`config.mk`:
```
export PLATFORM = sky130hd
export DESIGN_NAME = wr_status_sync_flat
export DESIGN_NICKNAME = d
export VERILOG_FILES = /design/src/rtl/wr_status_sync_if.sv /design/src/rtl/wr_status_sync.sv /design/src/flat_wrapper.sv
export SDC_FILE = /design/constraint.sdc
export NUM_CORES = 1
export LEC_CHECK = 0
export ABC_AREA = 1
export BUFFER_PORTS_ARGS = -buffer_cell sky130_fd_sc_hd__buf_4
export CAP_MARGIN = 5
export CORE_UTILIZATION = 51
export CTS_CLUSTER_SIZE = 30
export DETAILED_ROUTE_END_ITERATION = 8
export GPL_TIMING_DRIVEN = 0
export MAX_ROUTING_LAYER = met4
export PLACE_DENSITY = 0.81
export SLEW_MARGIN = 20
export SYNTH_ARGS = -nofsm -noshare
export SYNTH_HDL_FRONTEND = slang
export SYNTH_SLANG_ARGS = --single-unit
```
`constraint.sdc`:
```
create_clock -name clk_wr -period 3.2 [get_ports clk_wr]
set_input_delay 0.32 -clock clk_wr [delete_from_list [all_inputs] [get_ports clk_wr]]
set_output_delay 0.32 -clock clk_wr [all_outputs]
set_load 0.005 [all_outputs]
```
`src/rtl/wr_status_sync_if.sv`:
```
// rtl/wr_status_sync_if.sv - write-domain status bus for the dcfifo read-pointer sync / fill-level block
interface wr_status_sync_if #(
  parameter int PTR_WITH = 4
);
  logic [PTR_WITH:0] rd_gray;
  logic [PTR_WITH:0] wr_gray;
  logic              wr_en;
  logic              wr_full;
  logic              ovf_clr;
  logic [PTR_WITH:0] rd_gray_sync_wr;
  logic [PTR_WITH:0] wr_usedw;
  logic              wr_almost_full;
  logic              wr_overflow;

  modport master (
    output rd_gray, wr_gray, wr_en, wr_full, ovf_clr,
    input  rd_gray_sync_wr, wr_usedw, wr_almost_full, wr_overflow
  );

  modport slave (
    input  rd_gray, wr_gray, wr_en, wr_full, ovf_clr,
    output rd_gray_sync_wr, wr_usedw, wr_almost_full, wr_overflow
  );
endinterface

```
`src/rtl/wr_status_sync.sv`:
```
// rtl/wr_status_sync.sv - read-pointer synchronizer, fill level, almost-full and sticky overflow in clk_wr
module wr_status_sync #(
  parameter int PTR_WITH    = 4,
  parameter int SYNC_STAGES = 2,
  parameter int AFULL_TH    = 12
) (
  input  logic              clk_wr,
  input  logic              rst_wr,
  wr_status_sync_if.slave   bus
);

  localparam logic [PTR_WITH:0] AFULL_LVL = (PTR_WITH + 1)'(AFULL_TH);

  logic [SYNC_STAGES-1:0][PTR_WITH:0] sync_q, sync_d;
  logic [PTR_WITH:0]                  usedw_q, usedw_d;
  logic                               afull_q, afull_d;
  logic                               ovf_q, ovf_d;

  logic [PTR_WITH:0] rd_bin;
  logic [PTR_WITH:0] wr_bin;

  function automatic logic [PTR_WITH:0] gray2bin(input logic [PTR_WITH:0] g);
    logic [PTR_WITH:0] b;
    b[PTR_WITH] = g[PTR_WITH];
    for (int i = PTR_WITH - 1; i >= 0; i--) begin
      b[i] = b[i+1] ^ g[i];
    end
    return b;
  endfunction

  // Plain shift chain: stage 0 is the only flop that may go metastable.
  always_comb begin
    sync_d = {sync_q[SYNC_STAGES-2:0], bus.rd_gray};
  end

  // The stale read pointer can only make the level look higher, never lower.
  always_comb begin
    rd_bin  = gray2bin(sync_q[SYNC_STAGES-1]);
    wr_bin  = gray2bin(bus.wr_gray);
    usedw_d = wr_bin - rd_bin;
    afull_d = (usedw_d >= AFULL_LVL);
  end

  // Set has priority over clear so a write while full is never lost.
  always_comb begin
    ovf_d = ovf_q;
    if (bus.wr_en && bus.wr_full) begin
      ovf_d = 1'b1;
    end else if (bus.ovf_clr) begin
      ovf_d = 1'b0;
    end
  end

  always_ff @(posedge clk_wr or posedge rst_wr) begin
    if (rst_wr) begin
      sync_q  <= '0;
      usedw_q <= '0;
      afull_q <= 1'b0;
      ovf_q   <= 1'b0;
    end else begin
      sync_q  <= sync_d;
      usedw_q <= usedw_d;
      afull_q <= afull_d;
      ovf_q   <= ovf_d;
    end
  end

  assign bus.rd_gray_sync_wr = sync_q[SYNC_STAGES-1];
  assign bus.wr_usedw        = usedw_q;
  assign bus.wr_almost_full  = afull_q;
  assign bus.wr_overflow     = ovf_q;

endmodule

```
`src/flat_wrapper.sv`:
```
// flat-port wrapper written by rule: the top's interface ports become plain ports
module wr_status_sync_flat 
#(
  parameter int PTR_WITH    = 4,
  parameter int SYNC_STAGES = 2,
  parameter int AFULL_TH    = 12
)
  (clk_wr, rst_wr, bus_rd_gray, bus_wr_gray, bus_wr_en, bus_wr_full, bus_ovf_clr, bus_rd_gray_sync_wr, bus_wr_usedw, bus_wr_almost_full, bus_wr_overflow);
  wr_status_sync_if #(.PTR_WITH(PTR_WITH)) bus_i ();
  input  logic clk_wr;
  input  logic rst_wr;
  input wire logic [$bits(bus_i.rd_gray)-1:0] bus_rd_gray;
  input wire logic [$bits(bus_i.wr_gray)-1:0] bus_wr_gray;
  input wire logic [$bits(bus_i.wr_en)-1:0] bus_wr_en;
  input wire logic [$bits(bus_i.wr_full)-1:0] bus_wr_full;
  input wire logic [$bits(bus_i.ovf_clr)-1:0] bus_ovf_clr;
  output wire logic [$bits(bus_i.rd_gray_sync_wr)-1:0] bus_rd_gray_sync_wr;
  output wire logic [$bits(bus_i.wr_usedw)-1:0] bus_wr_usedw;
  output wire logic [$bits(bus_i.wr_almost_full)-1:0] bus_wr_almost_full;
  output wire logic [$bits(bus_i.wr_overflow)-1:0] bus_wr_overflow;
  assign bus_i.rd_gray = bus_rd_gray;
  assign bus_i.wr_gray = bus_wr_gray;
  assign bus_i.wr_en = bus_wr_en;
  assign bus_i.wr_full = bus_wr_full;
  assign bus_i.ovf_clr = bus_ovf_clr;
  assign bus_rd_gray_sync_wr = bus_i.rd_gray_sync_wr;
  assign bus_wr_usedw = bus_i.wr_usedw;
  assign bus_wr_almost_full = bus_i.wr_almost_full;
  assign bus_wr_overflow = bus_i.wr_overflow;
  wr_status_sync #(.PTR_WITH(PTR_WITH), .SYNC_STAGES(SYNC_STAGES), .AFULL_TH(AFULL_TH)) u_core (.clk_wr(clk_wr), .rst_wr(rst_wr), .bus(bus_i));
endmodule
```
After elaboration in Yosys (flattened, before gate mapping)
Index checks and enable logic that the tools add are counted.
{"block": "classes", "addsub": 1, "magnitude_cmp": 1, "n_mux": 2, "bitwise_logic": 8, "reduce_logical": 2}
{"cell": "1-bit XOR", "count": 8}
{"cell": "5-bit by 4-bit greater-or-equal comparator with 1-bit output, second input constant", "count": 1}
{"cell": "5-bit subtractor", "count": 1}
{"cell": "1-bit two-way mux", "count": 2}
{"cell": "2-bit nonzero test", "count": 1}
{"cell": "1-bit logical AND", "count": 1}
{"block": "word_totals", "ff_bits": 17, "input_bits": 15, "out_inout_bits": 12, "wordCells": 19}

Longest topological paths before layout
{"block": "depth", "ltp_word": 6, "depth_mapped": 17, "ltp_nobuf": 17}

Least setup slack after synthesis
Ideal clock, no wire load.
{"block": "synth_path", "kind": "reg2reg", "from": "register u_core.sync_q, in the netlist u_core.bus.rd_gray_sync_wr[4]", "to": "register u_core.afull_q, in the netlist u_core.bus.wr_almost_full", "setup_time_ns": 0.116, "arrival_ns": 1.916, "t_required_ns": 3.084, "path_slack_ns": 1.167, "stages_incl_launch_ff": 16, "n_path_buf": 0, "synth_period_minus_slack_ns": 2.033, "path_cell_list": "dfrtp_1 nand2_1 nand3_2 nand2_2 nand2_1 nand3_1 nand2_1 inv_1 ha_1 inv_1 fa_1 nand3_1 nand2_1 xor2_1 inv_1 nand2_1"}
{"block": "synth_via", "elab_chain_len": 6}
{"element": "start: declaration", "line_no": "wr_status_sync.sv:14", "source": "logic [SYNC_STAGES-1:0][PTR_WITH:0] sync_q, sync_d;"}
{"element": "start signal: assignment", "line_no": "wr_status_sync.sv:61", "source": "sync_q <= sync_d;"}
{"element": "1-bit XOR (4 in series)", "line_no": "wr_status_sync.sv:26", "source": "b[i] = b[i+1] ^ g[i];"}
{"element": "5-bit subtractor *", "line_no": "wr_status_sync.sv:40", "source": "usedw_d = wr_bin - rd_bin;"}
{"element": "net u_core.usedw_d[4]", "line_no": "wr_status_sync.sv:15", "source": "logic [PTR_WITH:0] usedw_q, usedw_d;"}
{"element": "5-bit by 4-bit greater-or-equal comparator with 1-bit output *", "line_no": "wr_status_sync.sv:41", "source": "afull_d = (usedw_d >= AFULL_LVL);"}
{"element": "net u_core.afull_d", "line_no": "wr_status_sync.sv:16", "source": "logic afull_q, afull_d;"}
{"element": "end signal: assignment", "line_no": "wr_status_sync.sv:63", "source": "afull_q <= afull_d;"}
{"element": "end: declaration", "line_no": "wr_status_sync.sv:16"}
The timed path passes the listed nets; every way through them passes the cells marked *.
A chain may end at the register's enable or synchronous reset.

Worst setup path in the final report
Ends and elaborated chain as after synthesis.

==> results.sh <==
export IMPL_ctsResizeCount=0
export IMPL_layout_drive_gt1_share=0.3761
export IMPL_worstReg2RegStart="u_core.bus.rd_gray_sync_wr[4]"
export IMPL_regArea_sq_um=425.4
export IMPL_synthesis_instances=79
export IMPL_detail_route_first_pass_iterations=4
export IMPL_hold_viol=0
export IMPL_insertion_delay_ps=290
export IMPL_syn_nets=99
export IMPL_ys_ff_latch=17
export IMPL_finish_net_count=130
export IMPL_worstSetupPathType="flop to flop"
export IMPL_min_path_type="input pin to asynchronous set/reset pin"
export IMPL_fin_tns_setup_ps=0
export IMPL_p_total_uw=516.3
export IMPL_syn_avg_cell_area_sq_um=9.867
export IMPL_tightest_slew_ps=602.2
export IMPL_numCtsBuffers=3
export IMPL_core_region_area_sq_um=1366
export IMPL_startpoint="u_core.bus.rd_gray_sync_wr[4]"
export IMPL_vias_per_cell=4.718
export IMPL_critPathCaptureType="flop"
export IMPL_dr_total_vias=585
export IMPL_cts_tree="done"
export IMPL_period_share=0.6912
export IMPL_rsz0062_at_grt="no"
export IMPL_post_dp_hpwl_mm=1.047
export IMPL_wl_met2_um=667
export IMPL_die_w_um=41.10
export IMPL_syn_area_sq_um=779.5
export IMPL_critPathMaxFanout=5
export IMPL_p_seq_frac=0.504
export IMPL_n_antenna_cell=0
export IMPL_drc=0
export IMPL_top_layer="met4"
export IMPL_ant_nets=0
export IMPL_ir_worst_vdd_mv=0.3339
export IMPL_ys_warnings_count=0
export IMPL_netlist_cell_type_count=14
export IMPL_htreeDepth=1
export IMPL_switchingPower_uw=145.3
export IMPL_fillCellCount=100
export IMPL_cts_hold_buf=0
export IMPL_row_count=13
export IMPL_arrival_ps=2390
export IMPL_start_kind="flop"
export IMPL_grtUsageTotal=0.1922
export IMPL_drv_slew=0
export IMPL_die_h_um=41.10
export IMPL_postCtsSetupBuffers=0
export IMPL_critPathRequiredTime_ps=3380
export IMPL_post_drt_wl_per_cell_um=10.22
export IMPL_intPower_uw=371.0
export IMPL_p_per_area_nw_per_um2=505.7
export IMPL_grt_pass1_wl_mm=1.945
export IMPL_setup_violations=0
export IMPL_p_clk_frac=0.217
export IMPL_status="complete, no violations"
export IMPL_swShare=0.2814
export IMPL_clock_path_buffers=2
export IMPL_dr_wl_met3_um=48
export IMPL_fmax_mhz=452.1
export IMPL_multi_input_area_sq_um=297.8
export IMPL_period_needed_ps=2212
export IMPL_syn_to_final_growth_pct=30.98
export IMPL_finClkSkew_ps=7.792
export IMPL_place_congestion=0.7717
export IMPL_comb_power_share=0.280
export IMPL_ioPinCount=27
export IMPL_clk_pin_slew_ps=100
export IMPL_port_buffers=26
export IMPL_max_slew_margin_rel=0.5981
export IMPL_ys_seq_area_frac=0.5457
export IMPL_leakagePower_uw=0.0005762
export IMPL_grt_max_degree=18
export IMPL_die_area_sq_um=1689
export IMPL_grt_overflow=0
export IMPL_drt_iter0_markers=8
export IMPL_cts_sinks=17
export IMPL_antenna_found_initial=0
export IMPL_routed_wl_mm=1.267
export IMPL_drt_met1_wl_um=538
export IMPL_clockRootBuffer="clkbuf_4"
export IMPL_grt_pass1_vias=507
export IMPL_start_util=0.5705
export IMPL_cap_viol_max_count=0
sequential cells by signal, summed over array words and instances (netlist names):
signal                      flops
u_core.bus.rd_gray_sync_wr      5
u_core.bus.wr_almost_full       1
u_core.bus.wr_overflow          1
u_core.bus.wr_usedw             5
u_core.sync_d                   5
metal layers:
layer / vias up / track usage
met1: 270 / 0.1937
met2: 11 / 0.3398
met4: 0 / 0.09677
met5: - / -
li1: 302 / -
met3: 2 / 0.04891
through the flow:
step,cells,hold slack [ps],area (sq um),utilization,worst slack [ps]
2_1_floorplan,79,246.1,779.5,-,1167
3_3_place_gp,120,331.4,993.5,0.7271,966.5
3_5_place_dp,120,334.7,993.5,0.7271,913.8
4_1_cts,124,108.1,1021,0.7473,976.1
5_1_grt,124,115.0,1021,0.7473,787.2
6_report,124,92.86,1021,0.7473,988.0
final timing paths:
check	to	slack, ps	cells after the start
worst max-delay path	u_core.bus.wr_almost_full	990	15
worst min register to register	u_core.bus.rd_gray_sync_wr[2]	360	0
worst min-delay path	u_core.sync_d[7]	90	2
min in group clk_wr	u_core.sync_d[7]	130	1
worst max register to register	u_core.bus.wr_almost_full	990	15
max in group asynchronous	u_core.bus.wr_usedw[3]	2710	2
cells in the final DEF (no fill, tap or decap), types with 2 or more instances in the layout:
| cell | count |
|---|---|
| nand2_2 | 8 |
| nand2_1 | 16 |
| buf_4 | 26 |
| nand3_2 | 2 |
| nand3_1 | 8 |
| ha_1 | 4 |
| a21oi_1 | 2 |
| xor2_1 | 3 |
| clkbuf_4 | 3 |
| dfrtp_1 | 17 |
| inv_1 | 14 |
power groups by stage:
stage	combinational [uW]	clock (uW)	sequential, uW
3_3_place_gp	141	0	264
2_1_floorplan	68.0	0	268
4_1_cts	147	115	261
3_5_place_dp	147	0	265
5_1_grt	165	122	265
6_report	144	112	260
cells in the mapped netlist (all sizes together):
| cell | number | area share |
|---|---|---|
| nand3 | 10 | 0.077 |
| ha | 4 | 0.064 |
| nand2 | 24 | 0.14 |
| fa | 1 | 0.026 |
| inv | 15 | 0.072 |
| xor2 | 3 | 0.034 |
| nand3b | 1 | 0.0096 |
| a21oi | 2 | 0.013 |
| dfrtp | 17 | 0.55 |
| xnor2 | 1 | 0.011 |
| o21ai | 1 | 0.0064 |
critical path, stage by stage (launching register included):
cell,delay [ps]
dfrtp_1,450
nand2_1,130
nand3_2,110
nand2_2,110
nand2_1,50
nand3_1,60
nand2_1,50
inv_1,50
ha_1,130
inv_1,60
fa_1,460
nand3_1,110
nand2_1,70
xor2_1,160
inv_1,60
nand2_1,50
cell families (layout without fill, tap and decap cells):
| family | count (synthesis) | count (layout) | share of synthesized area |
|---|---|---|---|
| adders and majority gates | 5 | 5 | 0.08989 |
| and+or+nand+nor | 35 | 35 | 0.2279 |
| buffers and inverters | 15 | 45 | 0.07223 |
| xor gates and xnor gates | 4 | 4 | 0.04495 |
| DFF | 17 | 17 | 0.5457 |
| AOI/OAI and AO/OA | 3 | 3 | 0.01926 |
cell type report:
type | count | share of cell area
Sequential cell | 17 | 0.4167
Clock buffer | 3 | 0.02206
Timing Repair Buffer | 26 | 0.1912
Inverter | 15 | 0.05515
Multi-Input combinational cell | 47 | 0.2917
Tap cell | 15 | 0.01838
Clock inverter | 1 | 0.004902
(Power assumes the default switching activity.)
